<file path="src/rtl/clk_pulse_gen_multi.sv">
// Multi-channel clock-enable pulse generator: per-channel period/width/mode with
// shadow config that only takes effect at period start, registered pulse outputs.

module clk_pulse_chan #(
    parameter int CNT_W = 8
) (
    input  logic             CP,
    input  logic             _MR,
    input  logic             cfg_wr,
    input  logic [CNT_W-1:0] cfg_period,
    input  logic [CNT_W-1:0] cfg_width,
    input  logic [1:0]       cfg_mode,
    input  logic [CNT_W-1:0] cfg_burst,
    input  logic             en_n,
    output logic             pulse,
    output logic             busy,
    output logic             done
);
    typedef struct packed {
        logic [CNT_W-1:0] per;
        logic [CNT_W-1:0] wid;
        logic [1:0]       mode;
        logic [CNT_W-1:0] burst;
    } cfg_t;

    localparam cfg_t CFG_RST = '{per: CNT_W'(1), wid: CNT_W'(1), mode: 2'd0, burst: CNT_W'(1)};

    cfg_t             shd_q, shd_d, act_q, act_d;
    logic             run_q, run_d, armed_q, armed_d, pulse_q, pulse_d, done_q, done_d;
    logic [CNT_W-1:0] cnt_q, cnt_d, bcnt_q, bcnt_d;
    logic             end_per, leave;

    always_comb begin
        shd_d   = shd_q;
        act_d   = act_q;
        run_d   = run_q;
        cnt_d   = cnt_q;
        bcnt_d  = bcnt_q;
        pulse_d = pulse_q;
        done_d  = 1'b0;
        armed_d = armed_q | en_n;
        end_per = (cnt_q == act_q.per - CNT_W'(1));
        case (act_q.mode)
            2'd1:    leave = 1'b1;
            2'd2:    leave = (bcnt_q == act_q.burst - CNT_W'(1));
            default: leave = en_n;
        endcase

        // zero period / burst are folded to 1 on write so the counters never see 0
        if (cfg_wr) begin
            shd_d.per   = (cfg_period == '0) ? CNT_W'(1) : cfg_period;
            shd_d.wid   = cfg_width;
            shd_d.mode  = cfg_mode;
            shd_d.burst = (cfg_burst == '0) ? CNT_W'(1) : cfg_burst;
        end

        if (!run_q) begin
            if (!en_n && armed_q) begin
                run_d   = 1'b1;
                act_d   = shd_q;
                cnt_d   = '0;
                bcnt_d  = '0;
                pulse_d = (shd_q.wid != '0);
            end
        end else if (end_per && leave) begin
            run_d   = 1'b0;
            cnt_d   = '0;
            pulse_d = 1'b0;
            done_d  = 1'b1;
            if (act_q.mode == 2'd1) armed_d = 1'b0;
        end else if (end_per) begin
            act_d   = shd_q;
            cnt_d   = '0;
            bcnt_d  = bcnt_q + CNT_W'(1);
            pulse_d = (shd_q.wid != '0);
        end else begin
            cnt_d   = cnt_q + CNT_W'(1);
            pulse_d = ((cnt_q + CNT_W'(1)) < act_q.wid);
        end
    end

    always_ff @(posedge CP or negedge _MR) begin
        if (!_MR) begin
            shd_q   <= CFG_RST;
            act_q   <= CFG_RST;
            run_q   <= 1'b0;
            armed_q <= 1'b1;
            cnt_q   <= '0;
            bcnt_q  <= '0;
            pulse_q <= 1'b0;
            done_q  <= 1'b0;
        end else begin
            shd_q   <= shd_d;
            act_q   <= act_d;
            run_q   <= run_d;
            armed_q <= armed_d;
            cnt_q   <= cnt_d;
            bcnt_q  <= bcnt_d;
            pulse_q <= pulse_d;
            done_q  <= done_d;
        end
    end

    assign pulse = pulse_q;
    assign busy  = run_q;
    assign done  = done_q;
endmodule

module clk_pulse_gen_multi #(
    parameter  int CHANNELS = 4,
    parameter  int CNT_W    = 8,
    localparam int CH_W     = (CHANNELS > 1) ? $clog2(CHANNELS) : 1
) (
    input  logic                CP,
    input  logic                _MR,
    input  logic                cfg_we,
    input  logic [CH_W-1:0]     cfg_ch,
    input  logic [CNT_W-1:0]    cfg_period,
    input  logic [CNT_W-1:0]    cfg_width,
    input  logic [1:0]          cfg_mode,
    input  logic [CNT_W-1:0]    cfg_burst,
    input  logic [CHANNELS-1:0] _en,
    output logic [CHANNELS-1:0] pulse,
    output logic [CHANNELS-1:0] busy,
    output logic [CHANNELS-1:0] done
);
    // a select beyond CHANNELS-1 matches no instance and is dropped
    for (genvar i = 0; i < CHANNELS; i++) begin : g_ch
        clk_pulse_chan #(.CNT_W(CNT_W)) u_ch (
            .CP         (CP),
            ._MR        (_MR),
            .cfg_wr     (cfg_we && (cfg_ch == CH_W'(i))),
            .cfg_period (cfg_period),
            .cfg_width  (cfg_width),
            .cfg_mode   (cfg_mode),
            .cfg_burst  (cfg_burst),
            .en_n       (_en[i]),
            .pulse      (pulse[i]),
            .busy       (busy[i]),
            .done       (done[i])
        );
    end
endmodule

</file>
<file path="config.mk">
export PLATFORM = sky130hd
export DESIGN_NAME = clk_pulse_gen_multi
export DESIGN_NICKNAME = d
export VERILOG_FILES = /design/src/rtl/clk_pulse_gen_multi.sv
export SDC_FILE = /design/constraint.sdc
export NUM_CORES = 1
export LEC_CHECK = 0
export CORE_AREA = 2 2 176 178
export CTS_CLUSTER_SIZE = 24
export DETAILED_ROUTE_END_ITERATION = 10
export DIE_AREA = 0 0 178 180
export PLACE_DENSITY = 0.67
export SLEW_MARGIN = 15
export SYNTH_ARGS = -nofsm -noshare
export SYNTH_HDL_FRONTEND = slang
export SYNTH_HIERARCHICAL = 1
export SYNTH_SLANG_ARGS = --single-unit
</file>
<file path="constraint.sdc">
create_clock -name CP -period 4.3 [get_ports CP]
set_clock_uncertainty 0.1 [all_clocks]
set_input_delay 0.43 -clock CP [delete_from_list [all_inputs] [get_ports CP]]
set_output_delay 0.43 -clock CP [all_outputs]
set_load 0.01 [all_outputs]
</file>
; ---- Word level (Yosys, flattened, before mapping)
; Index checks and enable logic that the tools add are counted.
[word_totals]
reg_bits = 288
wordCells = 236
input_bits = 35
output_inout_bits = 12
[classes]
n_bitwise = 4
n_lt_le_gt_ge = 4
addsub = 16
n_eq_ne = 27
reduce_logical = 31
n_mux = 98
[ops]
columns = operator, count
row1 = $mux 26, 16
row2 = $mux 8, 30
row3 = $add 8x1->8 const B, 8
row4 = $eq 8x8->1, 8
row5 = $sub 8x1->8 const B, 8
row6 = $mux 1, 48
row7 = $lt 8x8->1, 4
row8 = $reduce_bool 8->1, 4
row9 = $logic_not 8->1, 2
row10 = $ne 2x2->1 const B, 8
row11 = $eq 2x2->1 const B, 6
row12 = $logic_and 1x1->1, 12
row13 = $reduce_and 3->1, 4
row14 = $eq 2x1->1 const B, 5
row15 = $pmux 1 s2, 4
row16 = $reduce_bool 2->1, 4
row17 = $logic_not 1->1, 4
row18 = $or 1x1->1, 4
row19 = $logic_not 2->1, 1

; ---- Logic depth before layout (Yosys ltp)
; Gate-level depths: netlist (run 1).
[depth]
word_depth = 6
ltp_mapped = 11
ltp_nobuf = 9

; ---- Cells and area by module
; The synthesis (run 1) kept the hierarchy.
[by_module_without_submodules]
columns = module, seq_area_each_um2, cells_per_inst, area_each_um2, instances
row1 = clk_pulse_chan (g_ch[0].u_ch ...), 1810.5, 319, 3701.0, 3
row2 = clk_pulse_chan (g_ch[3].u_ch), 1810.5, 318, 3776.1, 1
row3 = clk_pulse_gen_multi, 0.0, 4, 37.5, 1

; ---- Least setup slack after synthesis (run 1)
; No wires, ideal clock.
[synth_path]
kind = flip-flop to flip-flop
start = register g_ch[0].u_ch/act_q[19] in the netlist's numbering
end = register g_ch[0].u_ch/act_q[5] in the netlist's numbering
arrival_time_ps = 2857
slack_ps = 1215
setup_time_ps = 127
t_required_ps = 4073
path_stages_with_launch = 9
path_cell_list = dfrtp_1 -> or4_4 -> or4_1 -> o31a_1 -> a2111o_1 -> a21oi_4 -> nor2_2 -> buf_6 -> mux2_1
[synth_between]
elab_chain_cells = 5
word_cells_on_any_way = 6
[synth_rtl]
columns = element, line_no
row1 = from (decl), 28  ; cfg_t shd_q, shd_d, act_q, act_d;
row2 = from (signal assigned), 94  ; act_q <= act_d;
row3 = $sub 8x1->8 (*), 42  ; end_per = (cnt_q == act_q.per - CNT_W'(1));
row4 = $eq 8x8->1 (*), 42
row5 = $logic_and 1x1->1, 65  ; end else if (end_per && leave) begin
row6 = $ne 2x2->1 (no source line), --
row7 = $reduce_and 3->1 (no source line) (*), --
; Every way passes the cells marked *; elsewhere a longest branch is shown, timed or not.
; A chain may end at the register's enable or synchronous reset.

; ---- Final worst setup path (run 1)
[layout_path]
start = register g_ch[1].u_ch/act_q[1] in the netlist's numbering
end = register g_ch[1].u_ch/act_q[15] in the netlist's numbering
[layout_between]
elab_chain_cells = 6
[layout_rtl]
columns = element, line_no
row1 = from (decl), 28
row2 = from (signal assigned), 94
row3 = $sub 8x1->8, 45  ; 2'd2: leave = (bcnt_q == act_q.burst - CNT_W'(1));
row4 = $eq 8x8->1, 45
row5 = $pmux 1 s2, 43  ; case (act_q.mode)
row6 = $logic_and 1x1->1, 65
row7 = $ne 2x2->1 (no source line), --
row8 = $reduce_and 3->1 (no source line), --
; No other way between the ends.

==> results.json, run 1 <==
{
  "wire_per_inst_um": 18.62,
  "worstRegToRegCells": 10,
  "powerDensity_nw_per_um2": 693.0,
  "top_usage_layer": "met2",
  "fp.dieArea_um2": 32040,
  "detailed_place_hpwl_um": 22450,
  "critPathMaxFanout": 16,
  "max-vdd-ir-drop_uv": 450.3,
  "async_flop_share_pct": 100.0,
  "holdCritStartpoint": "_en[3]",
  "leakage_nw": 7.463,
  "run_status": "finished clean",
  "cts_buffers": 31,
  "rrSetupSlack_ns": 0.65,
  "swShare_pct": 34.86,
  "detailedRoute.firstIterationViolations": 548,
  "synth_seq_area_share_pct": 48.55,
  "setup_violations": 0,
  "ctsRootBufferMaster": "clkbuf_16",
  "cp.arrival_ns": 3.99,
  "synth_area_um2": 14920,
  "drc": 0,
  "synth_fp_nets": 1366,
  "power.combinational.fraction_pct": 35.8,
  "total_power_mw": 11.75,
  "crit-reg2reg-launch": "g_ch[1].u_ch/act_q[1]",
  "top_count_cell_post_synth": "dfrtp_1",
  "ys_top_cells_by_area": "dfrtp_1, mux2_2, mux2_1",
  "timing.critical_path.from_type": "register",
  "cts_tree": "built",
  "internal_power_mw": 7.652,
  "first_global_vias": 10150,
  "cpMaxStageDelayCell": "o41ai_2",
  "critPathMaxStageDelay_ns": 0.65,
  "routed-via-count": 9980,
  "clock_tree.buffer_depth": 3,
  "place_congestion": 0.8206,
  "die_width_um": 178,
  "dominant_register_cell_in_the_synthesized_netlist": "dfrtp_1",
  "switching_power_mw": 4.094,
  "post-synth-top-area-cell": "dfrtp_1",
  "top_cells_by_instance_count_after_synthesis": "dfrtp_1, mux2_2, inv_1",
  "timing.hold.worst_path_depth": 3,
  "transition_time_at_the_pin_with_the_least_slew_margin_ns": 1.000,
  "finalHoldViolations": 0,
  "die_h_um": 180,
  "tritoncts_num_sinks": 288,
  "sequential_cell_fraction_of_total_power_pct": 38.6,
  "placement.io_buffers": 46,
  "core_area_um2": 30190,
  "layout.nets": 1418,
  "cts.htree.levels": 1,
  "worst_path_dominant_cell_family": "simple AND/OR/NAND/NOR gates",
  "timing.setup.tns_ns": 0,
  "timing.hold.worst.class": "in -> reg",
  "clk-insertion-delay-late_ns": 0.57,
  "max_freq_ghz": 0.2742,
  "area.growth.synth_to_final_pct": 13.63,
  "post_synth_num_cell_types": 67,
  "final_antenna_net_count": 0,
  "final_period_minus_worst_setup_slack_ns": 3.647,
  "required_ns": 4.64,
  "cp_cell_sequence": "inv_1 > ha_1 > or3b_1 > nor3_1 > xnor2_1 > o41ai_2 > a21oi_4 > nor2_2 > buf_4 > mux2_1",
  "report.final.slew_viol_count": 0,
  "ys_seq_elements": 288,
  "reg2reg_to": "g_ch[1].u_ch/act_q[15]",
  "fraction_of_power_consumed_by_the_clock_network_pct": 25.6,
  "grt.met2_usage_pct": 34.76,
  "post_cts_resized": 0,
  "drive_above_1_share_pct": 18.66,
  "grt_util_all_layers_pct": 20.76,
  "post_place_cells": 1693,
  "detail_routed_via_count_per_cell": 5.696,
  "synth_edf_count": 0,
  "grt.overflow.total": 0,
  "fillers": 2528,
  "timing_worst_setup_path_type": "reg -> reg",
  "global_route.usage.met3_pct": 2.728,
  "final_min_period_over_clock_period_pct": 84.81,
  "cts.reportedPaths.clkPinSlew_ns": 0.06,
  "seqCellArea_um2": 7242,
  "rsz0062_at_grt": "false",
  "cp-end-kind": "register",
  "grt_pass1_wl_um": 53610,
  "postSynthAreaPerCell_um2": 11.66,
  "floorplan.io_pins": 47,
  "finalWirelength_um": 32620,
  "post_synth_inst_count": 1279,
  "worst-path-buf-inv": 2,
  "insertedDiodeCount": 0,
  "firstDrtPassIters": 4,
  "multiInputGateArea_um2": 7128,
  "yosysTopAreaCellShare_pct": 43.62,
  "timing.max_slew.rel_slack_pct": 33.33,
  "grtUsageMet1_pct": 28.55,
  "count_of_placed_standard_cells_in_the_final_layout_fillers_left_out": 1752,
  "number_of_antenna_violations_at_the_first_check_in_global_routing": 2,
  "floorplan.initialDensity_pct": 49.41,
  "timing.max_cap.violations": 0,
  "synth_warnings": 6,
  "largest_net_degree_at_the_start_of_global_routing": 124,
  "row_count": 64,
  "whs_endpoint": "g_ch[3].u_ch/armed_q"
}
-- layer usage --
| metal | vias to the layer above | wire length (um) |
|---|---|---|
| met5 | - | 0 |
| met4 | 0 | 709 |
| met3 | 40 | 1391 |
| met2 | 192 | 15610 |
| met1 | 5015 | 14910 |
| li1 | 4733 | - |
-- worst register-to-register path, delay by kind of cell, from the launching register on --
family	cells	cell delay, ns
AO/OA/AOI/OAI	2	0.85
XOR/XNOR	1	0.12
flip-flops	1	0.40
buffers and inverters	2	0.42
adder cells (fa/ha/maj)	1	0.17
AND/OR/NAND/NOR	3	1.08
multiplexers	1	0.37
-- stage by stage --
stage / util (%) / instance area [um^2] / worst slack (ns) / hold WS [ns]
finish: 56.15 / 16950 / 0.6531 / 0.3489
global route: 56.15 / 16950 / 0.4441 / 0.3656
CTS: 56.15 / 16950 / 0.6318 / 0.3394
detailed placement: 52.23 / 15770 / 0.6797 / 0.3669
global placement: 52.23 / 15770 / 0.8026 / 0.3617
floorplan: - / 14920 / 1.215 / 0.03441
-- state kept, by name, indices dropped and copies added (netlist names) --
name and cells:
g_ch.u_ch/done 4, g_ch.u_ch/armed_q 4, g_ch.u_ch/cnt_q 32, g_ch.u_ch/shd_q 104, g_ch.u_ch/busy 4, g_ch.u_ch/bcnt_q 32, g_ch.u_ch/pulse 4, g_ch.u_ch/act_q 104
-- power by group through the flow --
stage                     logic, mW  registers (mW)  clock network [mW]
after CTS                      4.25            4.53                3.07
after global placement         4.06            4.54                   0
after floorplan                3.51            4.21                   0
final                          4.20            4.54                3.01
after global routing           4.73            4.68                3.18
after detailed placement       4.21            4.57                   0
-- layout by cell type (no fill, tap or decap), types with 39 or more instances in the layout --
master           netlist  routed
a21oi_1               49      49
clkdlybuf4s50_1        0      45
dfrtp_1              260     260
ha_1                  52      52
inv_1                 89      89
mux2_1                78      78
mux2_2               105     105
nand2_1               41      41
nand3_1               39      39
nor2_1                56      56
xnor2_1               58      58
-- cell type report --
class / count / area share [%]
flip-flops and latches: 288 / 42.73
multi-input cells: 862 / 42.05
clock buffers: 37 / 5.005
repair buffers: 59 / 3.410
well taps: 396 / 2.923
inverters: 89 / 1.971
clock inverters: 21 / 1.912
-- worst max-delay path by stage --
stage	startpoint	endpoint	slack [ns]	cells after the start
6_report	g_ch[1].u_ch/act_q[1]	g_ch[1].u_ch/act_q[15]	0.65	10
2_1_floorplan	g_ch[0].u_ch/act_q[19]	g_ch[0].u_ch/act_q[5]	1.22	8
3_3_place_gp	g_ch[1].u_ch/act_q[1]	g_ch[1].u_ch/act_q[15]	0.80	10
4_1_cts	g_ch[1].u_ch/act_q[1]	g_ch[1].u_ch/act_q[15]	0.63	10
3_5_place_dp	g_ch[1].u_ch/act_q[1]	g_ch[1].u_ch/act_q[15]	0.68	10
5_1_grt	g_ch[1].u_ch/act_q[1]	g_ch[1].u_ch/act_q[15]	0.44	10
-- cell families after synthesis --
logic type               Yosys count  share of synthesized area, %
flip-flops                       288                         48.55
AND/OR/NAND/NOR                  304                         11.37
XOR/XNOR                          91                         5.343
adder cells (fa/ha/maj)           52                         4.362
AO/OA/AOI/OAI                    212                         10.84
multiplexers                     203                         15.83
buffers and inverters            129                         3.707
-- timing repair --
action | CTS | global route
endpoints found under the setup margin | 0 | 0
hold buffers | 1 | 0
setup buffers | 0 | 0
hold endpoints to repair | 106 | 0
Power figures use the tool's default switching activity.
==> run 2: changes to the inputs <==
--- a/config.mk
+++ b/config.mk
@@ -9,7 +9,7 @@
 export CTS_CLUSTER_SIZE = 24
 export DETAILED_ROUTE_END_ITERATION = 10
 export DIE_AREA = 0 0 178 180
-export PLACE_DENSITY = 0.67
+export PLACE_DENSITY = 0.69
 export SLEW_MARGIN = 15
 export SYNTH_ARGS = -nofsm -noshare
 export SYNTH_HDL_FRONTEND = slang
==> constraint.sdc (replaced) <==
create_clock -name CP -period 3.3 [get_ports CP]
set_clock_uncertainty 0.1 [all_clocks]
set_input_delay 0.33 -clock CP [delete_from_list [all_inputs] [get_ports CP]]
set_output_delay 0.33 -clock CP [all_outputs]
set_load 0.01 [all_outputs]
==> results.json, run 2 (synthesized netlist as in run 1, its figures left out) <==
{
  "fin_util_pct": 56.18,
  "core_area_um2": 30190,
  "wire_per_inst_um": 18.25,
  "ctsRootBufferMaster": "clkbuf_16",
  "transition_time_at_the_pin_with_the_least_slew_margin_ns": 0.8907,
  "fp.dieArea_um2": 32040,
  "layout_top_registers": "g_ch.u_ch/act_q x104, g_ch.u_ch/shd_q x104",
  "finalWirelength_um": 32140,
  "timing.critical_path.from_type": "register",
  "setup_violations": 0,
  "cts.reportedPaths.clkPinSlew_ns": 0.06,
  "worst-path-buf-inv": 1,
  "cts.htree.levels": 1,
  "timing.max_cap.violations": 0,
  "rsz0062_at_grt": "true",
  "critPathMaxStageDelay_ns": 0.57,
  "layout.nets": 1427,
  "grt_pass1_wl_um": 53420,
  "cp.arrival_ns": 3.54,
  "area.growth.synth_to_final_pct": 13.70,
  "floorplan.io_pins": 47,
  "first_global_vias": 10240,
  "cts_buffers": 31,
  "cpMaxStageDelayCell": "or4_4",
  "total_power_mw": 15.03,
  "die_width_um": 178,
  "cp_cell_sequence": "or4_4 > or4_1 > o31a_1 > a2111o_1 > a21oi_4 > nor2_4 > buf_12 > mux2_1",
  "clk-insertion-delay-late_ns": 0.57,
  "routed-via-count": 10080,
  "critPathMaxFanout": 18,
  "max-vdd-ir-drop_uv": 665.4,
  "final_antenna_net_count": 0,
  "detailed_place_hpwl_um": 22390,
  "finalHoldViolations": 0,
  "firstDrtPassIters": 5,
  "timing.max_slew.rel_slack_pct": 40.62,
  "leakage_nw": 7.476,
  "timing_worst_setup_path_type": "reg -> reg",
  "detail_routed_via_count_per_cell": 5.726,
  "final_min_period_over_clock_period_pct": 96.84,
  "worst_path_dominant_cell_family": "simple AND/OR/NAND/NOR gates",
  "required_ns": 3.64,
  "max_freq_ghz": 0.3129,
  "detailedRoute.firstIterationViolations": 640,
  "report.final.slew_viol_count": 0,
  "grt_util_all_layers_pct": 20.56,
  "insertedDiodeCount": 0,
  "timing.hold.worst.class": "in -> reg",
  "layout_commonest_cell": "dfrtp_1",
  "clock_tree.buffer_depth": 3,
  "die_h_um": 180,
  "timing.setup.tns_ns": 0,
  "cts_tree": "built",
  "layout.cells.most_common_list": "dfrtp_1, mux2_2, inv_1",
  "run_status": "finished clean",
  "final_period_minus_worst_setup_slack_ns": 3.196,
  "number_of_antenna_violations_at_the_first_check_in_global_routing": 2,
  "number_of_buffers_added_for_setup_after_cts": 0,
  "floorplan.initialDensity_pct": 49.41,
  "tritoncts_num_sinks": 288,
  "row_count": 64,
  "drc": 0,
  "cp-end-kind": "register",
  "fillers": 2497,
  "largest_net_degree_at_the_start_of_global_routing": 110,
  "powerDensity_nw_per_um2": 886.0,
  "place_congestion": 0.8215,
  "drive_above_1_share_pct": 18.68,
  "placement.io_buffers": 46,
  "grt.overflow.total": 0
}
[run 2: cell types whose count changed in the layout (fill, tap and decap cells not counted), sizes merged]
cell,change
buf,+9
bufinv,-6
clkbuf,+11
clkinv,-3
clkinvlp,-2
[run 2: tightest hold or removal path, delay by kind of cell]
kind / cells / cell delay [ns]
simple gates: 1 / 0.11
buf+inv: 1 / 0.43
compound gates: 1 / 0.05
[run 2: routing by layer]
layer  global-route usage [%]  wire (um)  vias to the layer above
met1                    27.80      14310                     5109
li1                         -          -                     4753
met4                    4.262        601                        0
met5                        0          0                        -
met2                    35.05      15820                      172
met3                    3.067       1416                       49
[run 2: layout make-up]
class	instances	area, um^2	share of cell area [%]
inverter	89	334.1	1.970
clock buffer	48	929.6	5.481
clock inverter	10	117.6	0.6935
sequential	288	7242	42.70
tap	396	495.5	2.921
timing repair buffer	68	695.7	4.102
multi-input combinational	862	7146	42.13
[run 2: per-stage QoR]
stage	hold WS, ns	area (um^2)	cells	setup WS [ns]
2_1_floorplan	-0.06559	14920	1279	0.2153
3_3_place_gp	0.3513	15890	1702	0.1724
3_5_place_dp	0.3500	15890	1702	0.09287
4_1_cts	0.2545	16940	1761	0.08322
5_1_grt	0.2588	16960	1761	-0.008689
6_report	0.2664	16960	1761	0.1043
[run 2: path summary, 6_finish.rpt]
kind	slack [ns]	end	cells past startpoint	start
worst max register to register	0.10	g_ch[0].u_ch/act_q[21]	8	g_ch[0].u_ch/act_q[19]
worst min-delay path	0.27	g_ch[3].u_ch/armed_q	3	_en[3]
min in group asynchronous	0.31	g_ch[1].u_ch/done	2	_MR
max in group asynchronous	1.84	g_ch[1].u_ch/act_q[18]	3	_MR
worst max-delay path	0.10	g_ch[0].u_ch/act_q[21]	8	g_ch[0].u_ch/act_q[19]
worst min register to register	0.37	g_ch[1].u_ch/act_q[3]	1	g_ch[1].u_ch/shd_q[3]
[run 2: repair_timing]
item | CTS | global route
endpoints found under the setup margin | 0 | 20
endpoints found under the hold margin | 94 | 0
hold buffers | 1 | 0
gates resized for setup | 0 | 2
[run 2: power by group]
part | total [mW] | switching (mW) | leakage [nW] | internal [mW]
clock | 3.51 | 1.42 | 0.501 | 2.09
combinational | 5.63 | 2.71 | 3.45 | 2.92
sequential | 5.88 | 1.20 | 3.53 | 4.68
==> run 3: changes to the inputs <==
--- a/config.mk
+++ b/config.mk
@@ -9,6 +9,7 @@
 export CTS_CLUSTER_SIZE = 24
 export DETAILED_ROUTE_END_ITERATION = 10
 export DIE_AREA = 0 0 178 180
+export GPL_TIMING_DRIVEN = 0
 export PLACE_DENSITY = 0.69
 export SLEW_MARGIN = 15
 export SYNTH_ARGS = -nofsm -noshare
==> results.json, run 3 (synthesized netlist as in run 1, its figures left out) <==
{
  "top_usage_layer": "met2",
  "timing.critical_path.from_type": "register",
  "ctsRootBufferMaster": "clkbuf_16",
  "largest_net_degree_at_the_start_of_global_routing": 91,
  "die_h_um": 180,
  "worst-path-buf-inv": 1,
  "grt.met2_usage_pct": 34.23,
  "setup_violations": 0,
  "fin_util_pct": 57.17,
  "routed-via-count": 10180,
  "finalWirelength_um": 33070,
  "crit-reg2reg-launch": "g_ch[1].u_ch/act_q[19]",
  "timing.critical_path.from": "g_ch[1].u_ch/act_q[19]",
  "firstDrtPassIters": 5,
  "leakage_nw": 7.593,
  "grtUsageMet1_pct": 29.69,
  "max-vdd-ir-drop_uv": 459.2,
  "place_congestion": 0.8317,
  "final_min_period_over_clock_period_pct": 97.13,
  "timing.setup.tns_ns": 0,
  "clock_tree.buffer_depth": 3,
  "critPathMaxFanout": 10,
  "timing.hold.worst.class": "in -> async",
  "worst_path_dominant_cell_family": "simple AND/OR/NAND/NOR gates",
  "number_of_antenna_violations_at_the_first_check_in_global_routing": 0,
  "post_place_cells": 1724,
  "wire_per_inst_um": 18.42,
  "cts_buffers": 31,
  "transition_time_at_the_pin_with_the_least_slew_margin_ns": 0.7432,
  "floorplan.io_pins": 47,
  "finalInstanceArea_um2": 17260,
  "layout_top_registers": "g_ch.u_ch/act_q x104, g_ch.u_ch/shd_q x104",
  "area.growth.synth_to_final_pct": 15.70,
  "detailedRoute.firstIterationViolations": 494,
  "layout.nets": 1463,
  "global_route.usage.met3_pct": 4.146,
  "tritoncts_num_sinks": 288,
  "cp.arrival_ns": 3.53,
  "drc": 0,
  "count_of_placed_standard_cells_in_the_final_layout_fillers_left_out": 1795,
  "required_ns": 3.63,
  "max_freq_ghz": 0.3120,
  "final_antenna_net_count": 0,
  "worstRegToRegCells": 8,
  "cts.reportedPaths.clkPinSlew_ns": 0.06,
  "timing.max_slew.rel_slack_pct": 50.30,
  "critPathMaxStageDelay_ns": 0.57,
  "dpl_cell_area_um2": 15960,
  "detail_routed_via_count_per_cell": 5.672,
  "cts_tree": "built",
  "rrSetupSlack_ns": 0.09,
  "finalHoldViolations": 0,
  "insertedDiodeCount": 0,
  "final_period_minus_worst_setup_slack_ns": 3.205,
  "row_count": 64,
  "timing_worst_setup_path_type": "reg -> reg",
  "layout_commonest_cell": "dfrtp_1",
  "drive_above_1_share_pct": 18.58,
  "timing.max_cap.violations": 0,
  "detailed_place_hpwl_um": 22770,
  "fp.dieArea_um2": 32040,
  "cp-end-kind": "register",
  "layout.cells.most_common_list": "dfrtp_1, mux2_2, inv_1",
  "grt.overflow.total": 0,
  "floorplan.initialDensity_pct": 49.41,
  "reg2reg_to": "g_ch[1].u_ch/act_q[24]",
  "cp-endpoint": "g_ch[1].u_ch/act_q[24]",
  "die_width_um": 178,
  "rsz0062_at_grt": "false",
  "grt_pass1_wl_um": 54870,
  "clk-insertion-delay-late_ns": 0.56,
  "core_area_um2": 30190,
  "cpMaxStageDelayCell": "or4_4",
  "worstSetupPathDepth": 8,
  "cts.htree.levels": 1,
  "run_status": "finished clean",
  "grt_util_all_layers_pct": 21.24,
  "report.final.slew_viol_count": 0,
  "placement.io_buffers": 46,
  "cp_cell_sequence": "or4_4 > or4_1 > o31a_1 > a2111o_1 > a21oi_4 > nor2_4 > buf_6 > mux2_1",
  "powerDensity_nw_per_um2": 887.5,
  "first_global_vias": 10490
}
## run 3: changes by cell type in the layout (fill, tap and decap cells not counted), sizes merged
cell,before,now
clkinv,3,5
clkinvlp,4,1
buf,22,28
bufinv,2,6
clkbuf,48,74
inv,90,89
## run 3: worst min-delay path by stage
stage / from / endpoint / slack (ns) / cells after the start
finish: _MR / g_ch[1].u_ch/act_q[24] / 0.16 / 2
global route: _MR / g_ch[1].u_ch/act_q[20] / 0.18 / 2
CTS: _MR / g_ch[1].u_ch/act_q[24] / 0.16 / 2
detailed placement: _MR / g_ch[1].u_ch/shd_q[22] / 0.13 / 1
global placement: g_ch[1].u_ch/shd_q[20] / g_ch[1].u_ch/act_q[20] / 0.36 / 1
floorplan: _MR / g_ch[0].u_ch/act_q[11] / -0.07 / 0
## run 3: through the flow
stage	total power [mW]	setup WS (ns)	hold slack, ns
2_1_floorplan	10.05	0.2153	-0.06559
3_3_place_gp	11.25	-10.44	0.3612
3_5_place_dp	11.47	-0.2415	0.1347
4_1_cts	15.34	0.05288	0.1608
5_1_grt	16.50	0.003652	0.1811
6_report	15.32	0.09483	0.1632
## run 3: final cells by class
type	count	area [um^2]
timing repair buffer	64	663.1
clock inverter	12	212.7
buffer	40	219.0
clock buffer	44	884.6
multi-input combinational	862	7208
fill	2503	12930
inverter	89	334.1
tap	396	495.5
sequential	288	7242
## run 3: repair_timing
item	4_1_cts	5_1_grt
hold buffers	1	0
pin swaps	0	6
gates resized for setup	5	4
hold endpoints to repair	105	0
buffers inserted	3	11
setup endpoints to repair	80	55
## run 3: routing by layer
metal  part of all wire, %  vias to the layer above
met3                   5.2                       44
met4                   2.1                        0
met1                    46                     5139
met2                    47                      189
li1                      -                     4810
met5                     0                        -
## run 3: power by group
part / switching, mW / total (mW) / internal, mW / leakage (nW)
clock: 1.40 / 3.72 / 2.32 / 0.538
combinational: 2.87 / 5.83 / 2.96 / 3.53
sequential: 1.08 / 5.76 / 4.68 / 3.53
total: 5.36 / 15.3 / 9.96 / 7.59
